**src/rtl/id_stage_pipe_if.sv**
```systemverilog
// id_stage_pipe_if: upstream (IF/ID) and downstream (EXE) handshake buses of the decode stage.
// master = environment side (fetch + execute), slave = the decode stage itself.
interface id_stage_pipe_if #(
  parameter int DATA_W = 32,
  parameter int RW     = 4
);
  logic              in_valid;
  logic              in_ready;
  logic [31:0]       instr;
  logic [DATA_W-1:0] pc;

  logic              out_valid;
  logic              out_ready;
  logic [3:0]        out_exe_cmd;
  logic              out_mem_r;
  logic              out_mem_w;
  logic              out_wb_en;
  logic              out_b;
  logic              out_s;
  logic [DATA_W-1:0] out_val_rn;
  logic [DATA_W-1:0] out_val_rm;
  logic              out_imm;
  logic [11:0]       out_shift_op;
  logic [23:0]       out_simm24;
  logic [RW-1:0]     out_dest;
  logic [DATA_W-1:0] out_pc;

  modport master (
    output in_valid, instr, pc, out_ready,
    input  in_ready, out_valid, out_exe_cmd, out_mem_r, out_mem_w, out_wb_en, out_b, out_s,
           out_val_rn, out_val_rm, out_imm, out_shift_op, out_simm24, out_dest, out_pc
  );

  modport slave (
    input  in_valid, instr, pc, out_ready,
    output in_ready, out_valid, out_exe_cmd, out_mem_r, out_mem_w, out_wb_en, out_b, out_s,
           out_val_rn, out_val_rm, out_imm, out_shift_op, out_simm24, out_dest, out_pc
  );
endinterface

```
**src/rtl/id_stage_pipe.sv**
```systemverilog
// id_stage_pipe: ARM-subset decode stage with built-in ID/EXE register and valid/ready handshake.
// Define ID_WB_BYPASS_EN to forward the WB write port onto the register-file read ports.
module id_stage_pipe #(
  parameter  int DATA_W = 32,
  parameter  int NREG   = 16,
  localparam int RW     = (NREG > 1) ? $clog2(NREG) : 1
) (
  input  logic              clk,
  input  logic              rst,
  id_stage_pipe_if.slave    bus,
  input  logic [3:0]        sr,
  input  logic              hazard,
  input  logic              flush,
  input  logic              wb_en,
  input  logic [RW-1:0]     wb_dest,
  input  logic [DATA_W-1:0] wb_data,
  output logic [RW-1:0]     src1,
  output logic [RW-1:0]     src2,
  output logic              two_src,
  output logic              has_rn
);

  localparam logic [3:0] OP_AND = 4'b0000;
  localparam logic [3:0] OP_EOR = 4'b0001;
  localparam logic [3:0] OP_SUB = 4'b0010;
  localparam logic [3:0] OP_ADD = 4'b0100;
  localparam logic [3:0] OP_ADC = 4'b0101;
  localparam logic [3:0] OP_SBC = 4'b0110;
  localparam logic [3:0] OP_TST = 4'b1000;
  localparam logic [3:0] OP_CMP = 4'b1010;
  localparam logic [3:0] OP_ORR = 4'b1100;
  localparam logic [3:0] OP_MOV = 4'b1101;
  localparam logic [3:0] OP_MVN = 4'b1111;

  logic [3:0]        cond, opcode, rn_f, rd_f, rm_f;
  logic [1:0]        mode;
  logic              imm_bit, s_bit, is_store;
  logic              n_f, z_f, c_f, v_f;
  logic              cond_pass;
  logic [3:0]        dec_cmd;
  logic              dec_mem_r, dec_mem_w, dec_wb, dec_b, dec_s;
  logic [8:0]        dec_ctrl;
  logic              adv, accept;
  logic [DATA_W-1:0] rd_rn, rd_rm;

  logic [DATA_W-1:0] regs [NREG];

  logic              out_valid_q;
  logic [8:0]        ctrl_q;
  logic [DATA_W-1:0] val_rn_q, val_rm_q, pc_q;
  logic              imm_q;
  logic [11:0]       shift_q;
  logic [23:0]       simm_q;
  logic [RW-1:0]     dest_q;

  function automatic logic in_range(input logic [RW-1:0] idx);
    return 32'(idx) < 32'(NREG);
  endfunction

  assign cond     = bus.instr[31:28];
  assign mode     = bus.instr[27:26];
  assign imm_bit  = bus.instr[25];
  assign opcode   = bus.instr[24:21];
  assign s_bit    = bus.instr[20];
  assign rn_f     = bus.instr[19:16];
  assign rd_f     = bus.instr[15:12];
  assign rm_f     = bus.instr[3:0];
  assign {n_f, z_f, c_f, v_f} = sr;

  // Stores read Rd as their second source so the data to write reaches EXE.
  assign is_store = (mode == 2'b01) && !s_bit;
  assign src1     = rn_f[RW-1:0];
  assign src2     = is_store ? rd_f[RW-1:0] : rm_f[RW-1:0];
  assign two_src  = !imm_bit || is_store;
  assign has_rn   = !((mode == 2'b10) ||
                      ((mode == 2'b00) && ((opcode == OP_MOV) || (opcode == OP_MVN))));

  always_comb begin
    cond_pass = 1'b0;
    case (cond)
      4'b0000: cond_pass = z_f;
      4'b0001: cond_pass = !z_f;
      4'b0010: cond_pass = c_f;
      4'b0011: cond_pass = !c_f;
      4'b0100: cond_pass = n_f;
      4'b0101: cond_pass = !n_f;
      4'b0110: cond_pass = v_f;
      4'b0111: cond_pass = !v_f;
      4'b1000: cond_pass = c_f && !z_f;
      4'b1001: cond_pass = !c_f || z_f;
      4'b1010: cond_pass = (n_f == v_f);
      4'b1011: cond_pass = (n_f != v_f);
      4'b1100: cond_pass = !z_f && (n_f == v_f);
      4'b1101: cond_pass = z_f || (n_f != v_f);
      4'b1110: cond_pass = 1'b1;
      default: cond_pass = 1'b0;
    endcase
  end

  always_comb begin
    dec_cmd   = 4'b0000;
    dec_mem_r = 1'b0;
    dec_mem_w = 1'b0;
    dec_wb    = 1'b0;
    dec_b     = 1'b0;
    dec_s     = 1'b0;
    case (mode)
      2'b00: begin
        dec_wb = 1'b1;
        dec_s  = s_bit;
        case (opcode)
          OP_MOV:  dec_cmd = 4'b0001;
          OP_MVN:  dec_cmd = 4'b1001;
          OP_ADD:  dec_cmd = 4'b0010;
          OP_ADC:  dec_cmd = 4'b0011;
          OP_SUB:  dec_cmd = 4'b0100;
          OP_SBC:  dec_cmd = 4'b0101;
          OP_AND:  dec_cmd = 4'b0110;
          OP_ORR:  dec_cmd = 4'b0111;
          OP_EOR:  dec_cmd = 4'b1000;
          OP_CMP: begin
            dec_cmd = 4'b0100;
            dec_wb  = 1'b0;
            dec_s   = 1'b1;
          end
          OP_TST: begin
            dec_cmd = 4'b0110;
            dec_wb  = 1'b0;
            dec_s   = 1'b1;
          end
          default: begin
            dec_wb = 1'b0;
            dec_s  = 1'b0;
          end
        endcase
      end
      2'b01: begin
        dec_cmd   = 4'b0010;
        dec_mem_r = s_bit;
        dec_mem_w = !s_bit;
        dec_wb    = s_bit;
      end
      2'b10:   dec_b = 1'b1;
      default: ;
    endcase
  end

  assign dec_ctrl = cond_pass ? {dec_cmd, dec_mem_r, dec_mem_w, dec_wb, dec_b, dec_s} : 9'd0;

  // Out-of-range indices read as zero; the bypass only applies to writes that would land.
  always_comb begin
    rd_rn = '0;
    rd_rm = '0;
    if (in_range(src1)) rd_rn = regs[src1];
    if (in_range(src2)) rd_rm = regs[src2];
`ifdef ID_WB_BYPASS_EN
    if (wb_en && in_range(wb_dest) && (wb_dest == src1)) rd_rn = wb_data;
    if (wb_en && in_range(wb_dest) && (wb_dest == src2)) rd_rm = wb_data;
`endif
  end

  always_ff @(posedge clk) begin
    if (!rst) begin
      for (int i = 0; i < NREG; i++) regs[i] <= '0;
    end else if (wb_en && in_range(wb_dest)) begin
      regs[wb_dest] <= wb_data;
    end
  end

  assign adv         = !out_valid_q || bus.out_ready;
  assign bus.in_ready = adv && !hazard && !flush;
  assign accept      = bus.in_valid && bus.in_ready;

  // Flush wins even over a stalled slot; bubbles leave the datapath fields untouched.
  always_ff @(posedge clk) begin
    if (!rst) begin
      out_valid_q <= 1'b0;
      ctrl_q      <= '0;
      val_rn_q    <= '0;
      val_rm_q    <= '0;
      imm_q       <= 1'b0;
      shift_q     <= '0;
      simm_q      <= '0;
      dest_q      <= '0;
      pc_q        <= '0;
    end else if (flush) begin
      out_valid_q <= 1'b0;
      ctrl_q      <= '0;
    end else if (adv) begin
      out_valid_q <= accept;
      if (accept) begin
        ctrl_q   <= dec_ctrl;
        val_rn_q <= rd_rn;
        val_rm_q <= rd_rm;
        imm_q    <= imm_bit;
        shift_q  <= bus.instr[11:0];
        simm_q   <= bus.instr[23:0];
        dest_q   <= rd_f[RW-1:0];
        pc_q     <= bus.pc;
      end else begin
        ctrl_q <= '0;
      end
    end
  end

  assign bus.out_valid    = out_valid_q;
  assign {bus.out_exe_cmd, bus.out_mem_r, bus.out_mem_w, bus.out_wb_en, bus.out_b, bus.out_s} = ctrl_q;
  assign bus.out_val_rn   = val_rn_q;
  assign bus.out_val_rm   = val_rm_q;
  assign bus.out_imm      = imm_q;
  assign bus.out_shift_op = shift_q;
  assign bus.out_simm24   = simm_q;
  assign bus.out_dest     = dest_q;
  assign bus.out_pc       = pc_q;

endmodule

```
**src/flat_wrapper.sv**
```systemverilog
// flat-port wrapper written by rule: the top's interface ports become plain ports
module id_stage_pipe_flat 
#(
  parameter  int DATA_W = 32,
  parameter  int NREG   = 16,
  localparam int RW     = (NREG > 1) ? $clog2(NREG) : 1
)
  (clk, rst, sr, hazard, flush, wb_en, wb_dest, wb_data, src1, src2, two_src, has_rn, bus_in_valid, bus_instr, bus_pc, bus_out_ready, bus_in_ready, bus_out_valid, bus_out_exe_cmd, bus_out_mem_r, bus_out_mem_w, bus_out_wb_en, bus_out_b, bus_out_s, bus_out_val_rn, bus_out_val_rm, bus_out_imm, bus_out_shift_op, bus_out_simm24, bus_out_dest, bus_out_pc);
  id_stage_pipe_if #(.DATA_W(DATA_W), .RW((4))) bus_i ();
  input  logic clk;
  input  logic rst;
  input  logic [3:0] sr;
  input  logic hazard;
  input  logic flush;
  input  logic wb_en;
  input  logic [RW-1:0] wb_dest;
  input  logic [DATA_W-1:0] wb_data;
  output logic [RW-1:0] src1;
  output logic [RW-1:0] src2;
  output logic two_src;
  output logic has_rn;
  input wire logic [$bits(bus_i.in_valid)-1:0] bus_in_valid;
  input wire logic [$bits(bus_i.instr)-1:0] bus_instr;
  input wire logic [$bits(bus_i.pc)-1:0] bus_pc;
  input wire logic [$bits(bus_i.out_ready)-1:0] bus_out_ready;
  output wire logic [$bits(bus_i.in_ready)-1:0] bus_in_ready;
  output wire logic [$bits(bus_i.out_valid)-1:0] bus_out_valid;
  output wire logic [$bits(bus_i.out_exe_cmd)-1:0] bus_out_exe_cmd;
  output wire logic [$bits(bus_i.out_mem_r)-1:0] bus_out_mem_r;
  output wire logic [$bits(bus_i.out_mem_w)-1:0] bus_out_mem_w;
  output wire logic [$bits(bus_i.out_wb_en)-1:0] bus_out_wb_en;
  output wire logic [$bits(bus_i.out_b)-1:0] bus_out_b;
  output wire logic [$bits(bus_i.out_s)-1:0] bus_out_s;
  output wire logic [$bits(bus_i.out_val_rn)-1:0] bus_out_val_rn;
  output wire logic [$bits(bus_i.out_val_rm)-1:0] bus_out_val_rm;
  output wire logic [$bits(bus_i.out_imm)-1:0] bus_out_imm;
  output wire logic [$bits(bus_i.out_shift_op)-1:0] bus_out_shift_op;
  output wire logic [$bits(bus_i.out_simm24)-1:0] bus_out_simm24;
  output wire logic [$bits(bus_i.out_dest)-1:0] bus_out_dest;
  output wire logic [$bits(bus_i.out_pc)-1:0] bus_out_pc;
  assign bus_i.in_valid = bus_in_valid;
  assign bus_i.instr = bus_instr;
  assign bus_i.pc = bus_pc;
  assign bus_i.out_ready = bus_out_ready;
  assign bus_in_ready = bus_i.in_ready;
  assign bus_out_valid = bus_i.out_valid;
  assign bus_out_exe_cmd = bus_i.out_exe_cmd;
  assign bus_out_mem_r = bus_i.out_mem_r;
  assign bus_out_mem_w = bus_i.out_mem_w;
  assign bus_out_wb_en = bus_i.out_wb_en;
  assign bus_out_b = bus_i.out_b;
  assign bus_out_s = bus_i.out_s;
  assign bus_out_val_rn = bus_i.out_val_rn;
  assign bus_out_val_rm = bus_i.out_val_rm;
  assign bus_out_imm = bus_i.out_imm;
  assign bus_out_shift_op = bus_i.out_shift_op;
  assign bus_out_simm24 = bus_i.out_simm24;
  assign bus_out_dest = bus_i.out_dest;
  assign bus_out_pc = bus_i.out_pc;
  id_stage_pipe #(.DATA_W(DATA_W), .NREG(NREG)) u_core (.clk(clk), .rst(rst), .bus(bus_i), .sr(sr), .hazard(hazard), .flush(flush), .wb_en(wb_en), .wb_dest(wb_dest), .wb_data(wb_data), .src1(src1), .src2(src2), .two_src(two_src), .has_rn(has_rn));
endmodule
```
**config.mk**
```make
export PLATFORM = sky130hd
export DESIGN_NAME = id_stage_pipe_flat
export DESIGN_NICKNAME = d
export VERILOG_FILES = /design/src/rtl/id_stage_pipe_if.sv /design/src/rtl/id_stage_pipe.sv /design/src/flat_wrapper.sv
export SDC_FILE = /design/constraint.sdc
export NUM_CORES = 1
export LEC_CHECK = 0
export CAP_MARGIN = 10
export CORE_AREA = 2 2 257 259
export DETAILED_ROUTE_END_ITERATION = 8
export DIE_AREA = 0 0 259 261
export PLACE_DENSITY = 0.73
export SYNTH_ARGS = -nofsm -noshare
export SYNTH_HDL_FRONTEND = slang
export SYNTH_SLANG_ARGS = --single-unit
export TNS_END_PERCENT = 100
```
**constraint.sdc**
```tcl
create_clock -name clk -period 3.9 [get_ports clk]
set_input_delay 0.78 -clock clk [delete_from_list [all_inputs] [get_ports clk]]
set_output_delay 0.78 -clock clk [all_outputs]
set_load 0.02 [all_outputs]
```
Word level (Yosys, flattened, before mapping)

Memory sizes are Yosys's and may differ from the RTL's. A register that Yosys moved wholly into a read port is not among the register bits.
Index checks and enable logic that the tools add are counted.

Flip-flop bits (word level): 83
RAM bits: 512
Input port bits: 111
Output and inout bits: 158
Memories: 1

Eq/ne operators: 28
Multiplexer cells: 20
Bitwise gates (word level): 2
Reductions and logical operators: 35

Memory list:

| name        | depth | width | read ports | clocked after Yosys merged registers in | write ports | RTL line            | RTL |
|---|---|---|---|---|---|---|---|
| u_core.regs | 16    | 32    | 2          | 2                                       | 16          | id_stage_pipe.sv:46 | `logic [DATA_W-1:0] regs [NREG];` |

Operators with widths:

| operator                                                         | number |
|---|---|
| 4-bit == test (second input constant)                            | 12 |
| 4-bit one-hot mux with 9 select lines                            | 1 |
| 32-bit two-way mux                                               | 1 |
| 32-bit OR reduction                                              | 1 |
| 4-bit by 3-bit == test with 1-bit output (second input constant) | 7 |
| 9-bit two-way mux                                                | 2 |
| 1-bit one-hot mux with 15 select lines                           | 1 |
| 4-bit by 2-bit == test with 1-bit output (second input constant) | 3 |
| 1-bit zero test                                                  | 12 |
| 1-bit two-way mux                                                | 10 |
| 9-bit OR reduction                                               | 1 |
| 4-bit by 1-bit == test with 1-bit output (second input constant) | 2 |
| 4-bit zero test                                                  | 2 |
| 4-bit two-way mux                                                | 2 |
| 4-bit one-hot mux with 2 select lines                            | 1 |
| 2-bit OR reduction                                               | 4 |
| 1-bit logical AND                                                | 7 |
| 1-bit logical OR                                                 | 6 |
| 1-bit one-hot mux with 2 select lines                            | 2 |
| 3-bit AND reduction                                              | 1 |
| 2-bit by 1-bit == test with 1-bit output (second input constant) | 1 |
| 2-bit == test (second input constant)                            | 1 |
| 2-bit zero test                                                  | 1 |
| 1-bit inverter                                                   | 2 |
| 2 further kinds                                                  | 2 |

Logic depth before layout (Yosys ltp)

Gate-level depths: netlist of run 1.

Depth in word-level cells: 6
Mapped depth: 10

Worst setup path before layout of run 1

No wires, ideal clock.

Path type: in2reg
Start point: in wb_dest[0]
End point: mem u_core.regs[8][0], enable pin
Library setup time: 0.466 ns
Arrival time: 3.601 ns
Slack: -0.167 ns
Stages on the path: 3
Buffers on the path: 1
Cells stage by stage: or3_1 clkbuf_1 o21ai_0

RTL lines:

| what        | RTL line            | RTL |
|---|---|---|
| from (decl) | flat_wrapper.sv:16  | `input logic [RW-1:0] wb_dest;` |
| to (decl)   | id_stage_pipe.sv:46 |  |

Final worst setup path of run 1

Start point: in bus_instr[26]
End point: out src2[2]

Word-level cells in the longest chain between the ends: 3

Ends and longest elaborated chain:

| what                                     | RTL line            | RTL |
|---|---|---|
| from (decl)                              | flat_wrapper.sv:23  | `input wire logic [$bits(bus_i.instr)-1:0] bus_instr;` |
| 2-bit by 1-bit == test with 1-bit output | id_stage_pipe.sv:71 | `assign is_store = (mode == 2'b01) && !s_bit;` |
| 1-bit logical AND                        | id_stage_pipe.sv:71 |  |
| 4-bit two-way mux                        | id_stage_pipe.sv:73 | `assign src2 = is_store ? rd_f[RW-1:0] : rm_f[RW-1:0];` |
| to (decl)                                | flat_wrapper.sv:19  | `output logic [RW-1:0] src2;` |

No other way between the ends.

==> qor.yml, run 1 <==
run:
  cap_violations: 0
setup_path:
  startpoint_type: "primary input"
  arrival_ps: 2820
  required_ps: 3120
  worstSetupPathType: "primary input to output pin"
  cp-end-kind: "output pin"
  crit_fanout: 6
placement:
  placed_area_sq_um: 37700
  gp_congestion: 0.909
  dp_hpwl_mm: 62.2
  preCtsSetupSlack_ps: 140
  portBuffers: 268
layout:
  syn_to_final_growth_pct: 16.9
  layout_common_cells: "and2_1, edfxtp_1, o211ai_1, clkdlybuf4s50_1, nand2_1"
  final_common_cell: "and2_1"
  finalInstanceArea_sq_um: 39800
  diodes: 0
  final_layout_size_suffix_gt1_share_pct: 15.8
  nets: 3077
clock_network:
  ctsResizeCount: 0
  clock_path_buffers: 3
  cts_buffers: 69
  clkSlewWorstSetupHoldPaths_ps: 60
  cts_tree: "built"
  cts_setup_buffers: 0
  htree_levels: 3
  clock-sinks: 643
  cts-root-buf: "clkbuf_16"
  clk_latency_ps: 610
  cts_hold_buf: 0
sta:
  fin_skew_ps: 22.5
  fin_crit_sh_pct: 92.3
  clock.fmax_ghz: 0.278
  worst_pin_slew_ps: 1090
  setup_viol: 0
  holdWs_ps: 453
  rsz0062_at_grt: "false"
  fin_crit_ps: 3600
  slew_viol_final: 0
  finalHoldViolCount: 0
  slew_headroom_pct: 26.9
  layout_setup_ws_ps: 300
synth:
  ys_top_cells_by_area: "edfxtp_1, and2_1, mux4_2"
  synth_largest_area_cell: "edfxtp_1"
  syn_area_sq_um: 34000
  ys_ff_latch: 643
  netlist.area_leader.share_pct: 45.2
  ys_warn_count: 0
  synthFlopType: "edfxtp_1"
  async_flop_share_pct: 0
  synth_edf_count: 512
  synthDistinctLibCells: 55
  syn_inst: 2843
  syn-num-nets: 2954
  ys_seq_area_share_pct: 52.9
  syn_avg_cell_area_sq_um: 12.0
global_route:
  antenna_found_initial: 7
  grt.overflow.total: 0
  grt_pass1_vias: 25700
  grtUsageTotal_pct: 33.3
  grt_first_pass_wirelength_mm: 166
  grt_max_degree: 161
power_and_ir_drop:
  ir_drop_mv: 0.268
  combPwrFrac_pct: 13.2
  p_total_mw: 16.4
  p_seq_share_pct: 48.7
  p_sw_mw: 4.20
  clock_power_share_pct: 38.2
  swShare_pct: 25.6
  internal-power_mw: 12.2
  leakage_nw: 13.8
  power_density_nw_per_um2: 412
die:
  die_h_microns: 261
  die-width_microns: 259
  std_cell_rows: 94
  die_area_sq_um: 67600
  initial_core_util_pct: 52.3
  io_pins: 269
  core_area_sq_um: 65000
drt:
  via_per_inst: 6.64
  first_pass_iters: 6
  drtAntennaViolNets: 0
  drc: 0
  wl_per_cell_microns: 29.3
  first_iter_violations: 3635
  routed_wl_mm: 114
  vias: 25800
min_path:
  hold_class: "flop to flop"
outcome:
  status: "finished, final reports clean"
## worst max-delay path, stage by stage
cell and delay (ps):
clkdlybuf4s50_1 480, or3b_1 530, a21boi_4 280, inv_1 180, clkdlybuf4s50_1 580
## metal layers
layer | track usage [%] | vias up | share of wire [%]
met2 | 53.4 | 1977 | 46
met1 | 42.2 | 12600 | 36
li1 | - | 10700 | -
met3 | 8.02 | 438 | 12
met5 | 0 | - | 0.037
met4 | 17.7 | 6 | 5.4
## Yosys cell counts (3+ instances only)
master    instances
a21oi_1           7
edfxtp_1        512
nor2_1           24
buf_2            47
buf_4            27
o221a_2          16
mux4_2          131
inv_1           167
mux2_2           62
a21boi_0         89
nor3_1            7
and2_1          513
nand2b_1         14
o31ai_1           5
a211oi_2         28
mux2i_1          98
nand2_1         205
o211ai_1        382
o21ai_0          51
or2_2             3
o221a_1          17
a211oi_1          5
clkbuf_1        222
buf_1             9
dfxtp_1         131
buf_6             3
a41oi_1          32
## worst paths after layout
kind	startpoint	to	slack, ps	depth (start not counted)
worst max register to register	u_core.bus.out_valid	u_core.bus.out_val_rm[16]	1820	6
worst min register to register	u_core.ctrl_q[0]	u_core.ctrl_q[0]	450	2
worst min-delay path	u_core.ctrl_q[0]	u_core.ctrl_q[0]	450	2
worst max-delay path	bus_instr[26]	src2[2]	300	5
## logic make-up after synthesis
logic type | share of synthesized area, %
and+or+nand+nor | 12.7
AOI/OAI and AO/OA | 14.7
DFF | 52.9
buffers and inverters | 5.79
muxes | 13.8
xor gates and xnor gates | 0.0772
## state kept, by name (all words and copies together) (netlist names)
register / flops
u_core.bus.out_dest: 3
u_core.bus.out_imm: 1
u_core.bus.out_pc: 32
u_core.bus.out_simm24: 21
u_core.bus.out_val_rm: 32
u_core.bus.out_val_rn: 32
u_core.bus.out_valid: 1
u_core.ctrl_q: 9
u_core.regs: 512
## through the flow
stage          TNS [ps]  std cells  utilization (%)
6_report              0       3883             61.1
5_1_grt               0       3883             61.1
4_1_cts               0       3883             61.1
3_5_place_dp          0       3759             57.9
3_3_place_gp          0       3759             57.9
2_1_floorplan    -10150       2843                -
## power groups by stage
stage,sequential [mW],combinational (mW),clock (mW)
2_1_floorplan,8.11,1.21,0
3_3_place_gp,8.08,2.07,0
3_5_place_dp,8.11,2.11,0
4_1_cts,7.97,2.12,6.29
5_1_grt,8.01,2.25,6.54
6_report,7.98,2.16,6.26
## cell type report
class | count | area [sq um]
Multi-Input combinational cell | 1724 | 14400
Timing Repair Buffer | 360 | 3600
Inverter | 168 | 636
Clock buffer | 98 | 1920
Fill cell | 5022 | 25300
Sequential cell | 643 | 18000
Tap cell | 864 | 1080
Clock inverter | 26 | 173
Note: power is estimated with default switching activity, not from simulation.
==> run 2, diff against run 1 <==
- CORE_AREA: 2 2 257 259 -> 2 2 252 254
- CTS_BUF_LIST: default -> sky130_fd_sc_hd__clkbuf_2 sky130_fd_sc_hd__clkbuf_4 sky130_fd_sc_hd__clkbuf_8
- DIE_AREA: 0 0 259 261 -> 0 0 254 256
- PLACE_DENSITY: 0.73 -> 0.76
==> qor.yml, run 2 (same netlist as run 1, synthesis figures left out) <==
clock_network:
  clock_path_buffers: 3
  cts_setup_buffers: 0
  clock-sinks: 643
  clkSlewWorstSetupHoldPaths_ps: 60
  htree_levels: 3
  cts_buffers: 101
  ctsResizeCount: 0
  cts_hold_buf: 0
  cts_tree: "built"
  clk_latency_ps: 720
  cts-root-buf: "clkbuf_8"
setup_path:
  arrival_ps: 2820
  startpoint_type: "primary input"
  cp-end-kind: "output pin"
  worstSetupPathType: "primary input to output pin"
  crit_fanout: 10
  required_ps: 3120
layout:
  final_common_cell: "and2_1"
  syn_to_final_growth_pct: 17.7
  nets: 3124
  fillerInstances: 4584
  final_layout_size_suffix_gt1_share_pct: 18.7
  layout_common_cells: "and2_1, edfxtp_1, o211ai_1, clkdlybuf4s50_1, nand2_1"
  top_register: "u_core.regs"
  fin_cells: 3944
  regArea_sq_um: 18000
  multiInputGateArea_sq_um: 14400
  largest_reg_flops: 512
placement:
  dp_hpwl_mm: 66.9
  gp_congestion: 0.872
  portBuffers: 268
  dp_cells: 3756
drt:
  routed_wl_mm: 117
  first_pass_iters: 8
  vias: 26500
  drc: 0
  drtAntennaViolNets: 0
  wl_per_cell_microns: 29.7
  first_iter_violations: 4080
  via_per_inst: 6.72
sta:
  setup_tns_ps: 0
  slew_headroom_pct: 35.5
  worst_pin_slew_ps: 967
  fin_crit_sh_pct: 92.2
  fin_skew_ps: 44.6
  rsz0062_at_grt: "false"
  slew_viol_final: 0
  fin_crit_ps: 3600
  clock.fmax_ghz: 0.278
  setup_viol: 0
  finalHoldViolCount: 0
min_path:
  hold_class: "primary input to flop"
die:
  die_area_sq_um: 65000
  std_cell_rows: 92
  die_h_microns: 256
  die-width_microns: 254
  core_area_sq_um: 62400
  initial_core_util_pct: 54.5
  io_pins: 269
power_and_ir_drop:
  clock_power_share_pct: 37.2
  p_seq_share_pct: 49.2
  power_density_nw_per_um2: 405
  p_sw_mw: 4.23
  ir_drop_mv: 0.208
  leakage_nw: 14.1
  swShare_pct: 26.0
  internal-power_mw: 12.0
  combPwrFrac_pct: 13.6
global_route:
  grt_max_degree: 161
  grt_first_pass_wirelength_mm: 169
  grt_pass1_vias: 26000
  grt.overflow.total: 0
  grtUsageTotal_pct: 35.5
  antenna_found_initial: 9
outcome:
  status: "finished, final reports clean"
run:
  cap_violations: 0
## run 2: changes by cell type in the layout (fill, tap and decap cells not counted), sizes merged
cell / previous run / this run
inv: 170 / 168
clkinv: 22 / 17
buf: 96 / 111
clkinvlp: 0 / 1
clkbuf: 99 / 166
diode: 0 / 3
## run 2: worst paths after layout
| check | from | endpoint | slack [ps] | cells after the start |
|---|---|---|---|---|
| worst max-delay path | bus_instr[26] | src2[3] | 300 | 5 |
| worst max register to register | u_core.regs[9][16] | u_core.bus.out_val_rn[16] | 1750 | 4 |
| worst min register to register | u_core.bus.out_simm24[23] | u_core.bus.out_simm24[23] | 460 | 2 |
| worst min-delay path | rst | u_core.bus.out_simm24[23] | 370 | 2 |
## run 2: cell type report
type                    count  area share [%]
diodes                      3          0.0188
clock buffers             165            4.97
clock inverters            20           0.353
inverters                 168            1.59
multi-input cells        1724            35.9
flip-flops and latches    643            45.0
well taps                 846            2.64
repair buffers            375            9.59
## run 2: per-stage QoR
step	util (%)	total power, mW	instance area, sq um	worst slack [ps]	hold slack [ps]
after floorplan	-	9.32	34000	-159	530
after global placement	60.7	10.2	37900	312	447
after detailed placement	60.7	10.2	37900	315	458
after CTS	64.2	16.2	40000	311	343
after global routing	64.2	16.6	40000	251	380
final	64.2	16.2	40000	304	374
## run 2: power by group through the flow
stage          clock network, mW  registers [mW]  logic, mW
2_1_floorplan                  0            8.11       1.21
3_3_place_gp                   0            8.09       2.09
3_5_place_dp                   0            8.11       2.14
4_1_cts                     6.06            7.97       2.15
5_1_grt                     6.31            8.01       2.28
6_report                    6.04            7.99       2.21
## run 2: metal layers
| metal | GRT usage [%] | part of all wire (%) | up-vias |
|---|---|---|---|
| li1 | - | - | 10900 |
| met3 | 10.5 | 15 | 560 |
| met4 | 22.6 | 7.2 | 6 |
| met1 | 44.9 | 34 | 12700 |
| met5 | 0 | 0.034 | - |
| met2 | 53.4 | 44 | 2370 |
## run 2: critical path: stages
cell             delay, ps
clkdlybuf4s50_1        470
buf_4                  180
nor3b_2                360
mux2_2                 440
clkdlybuf4s50_1        580
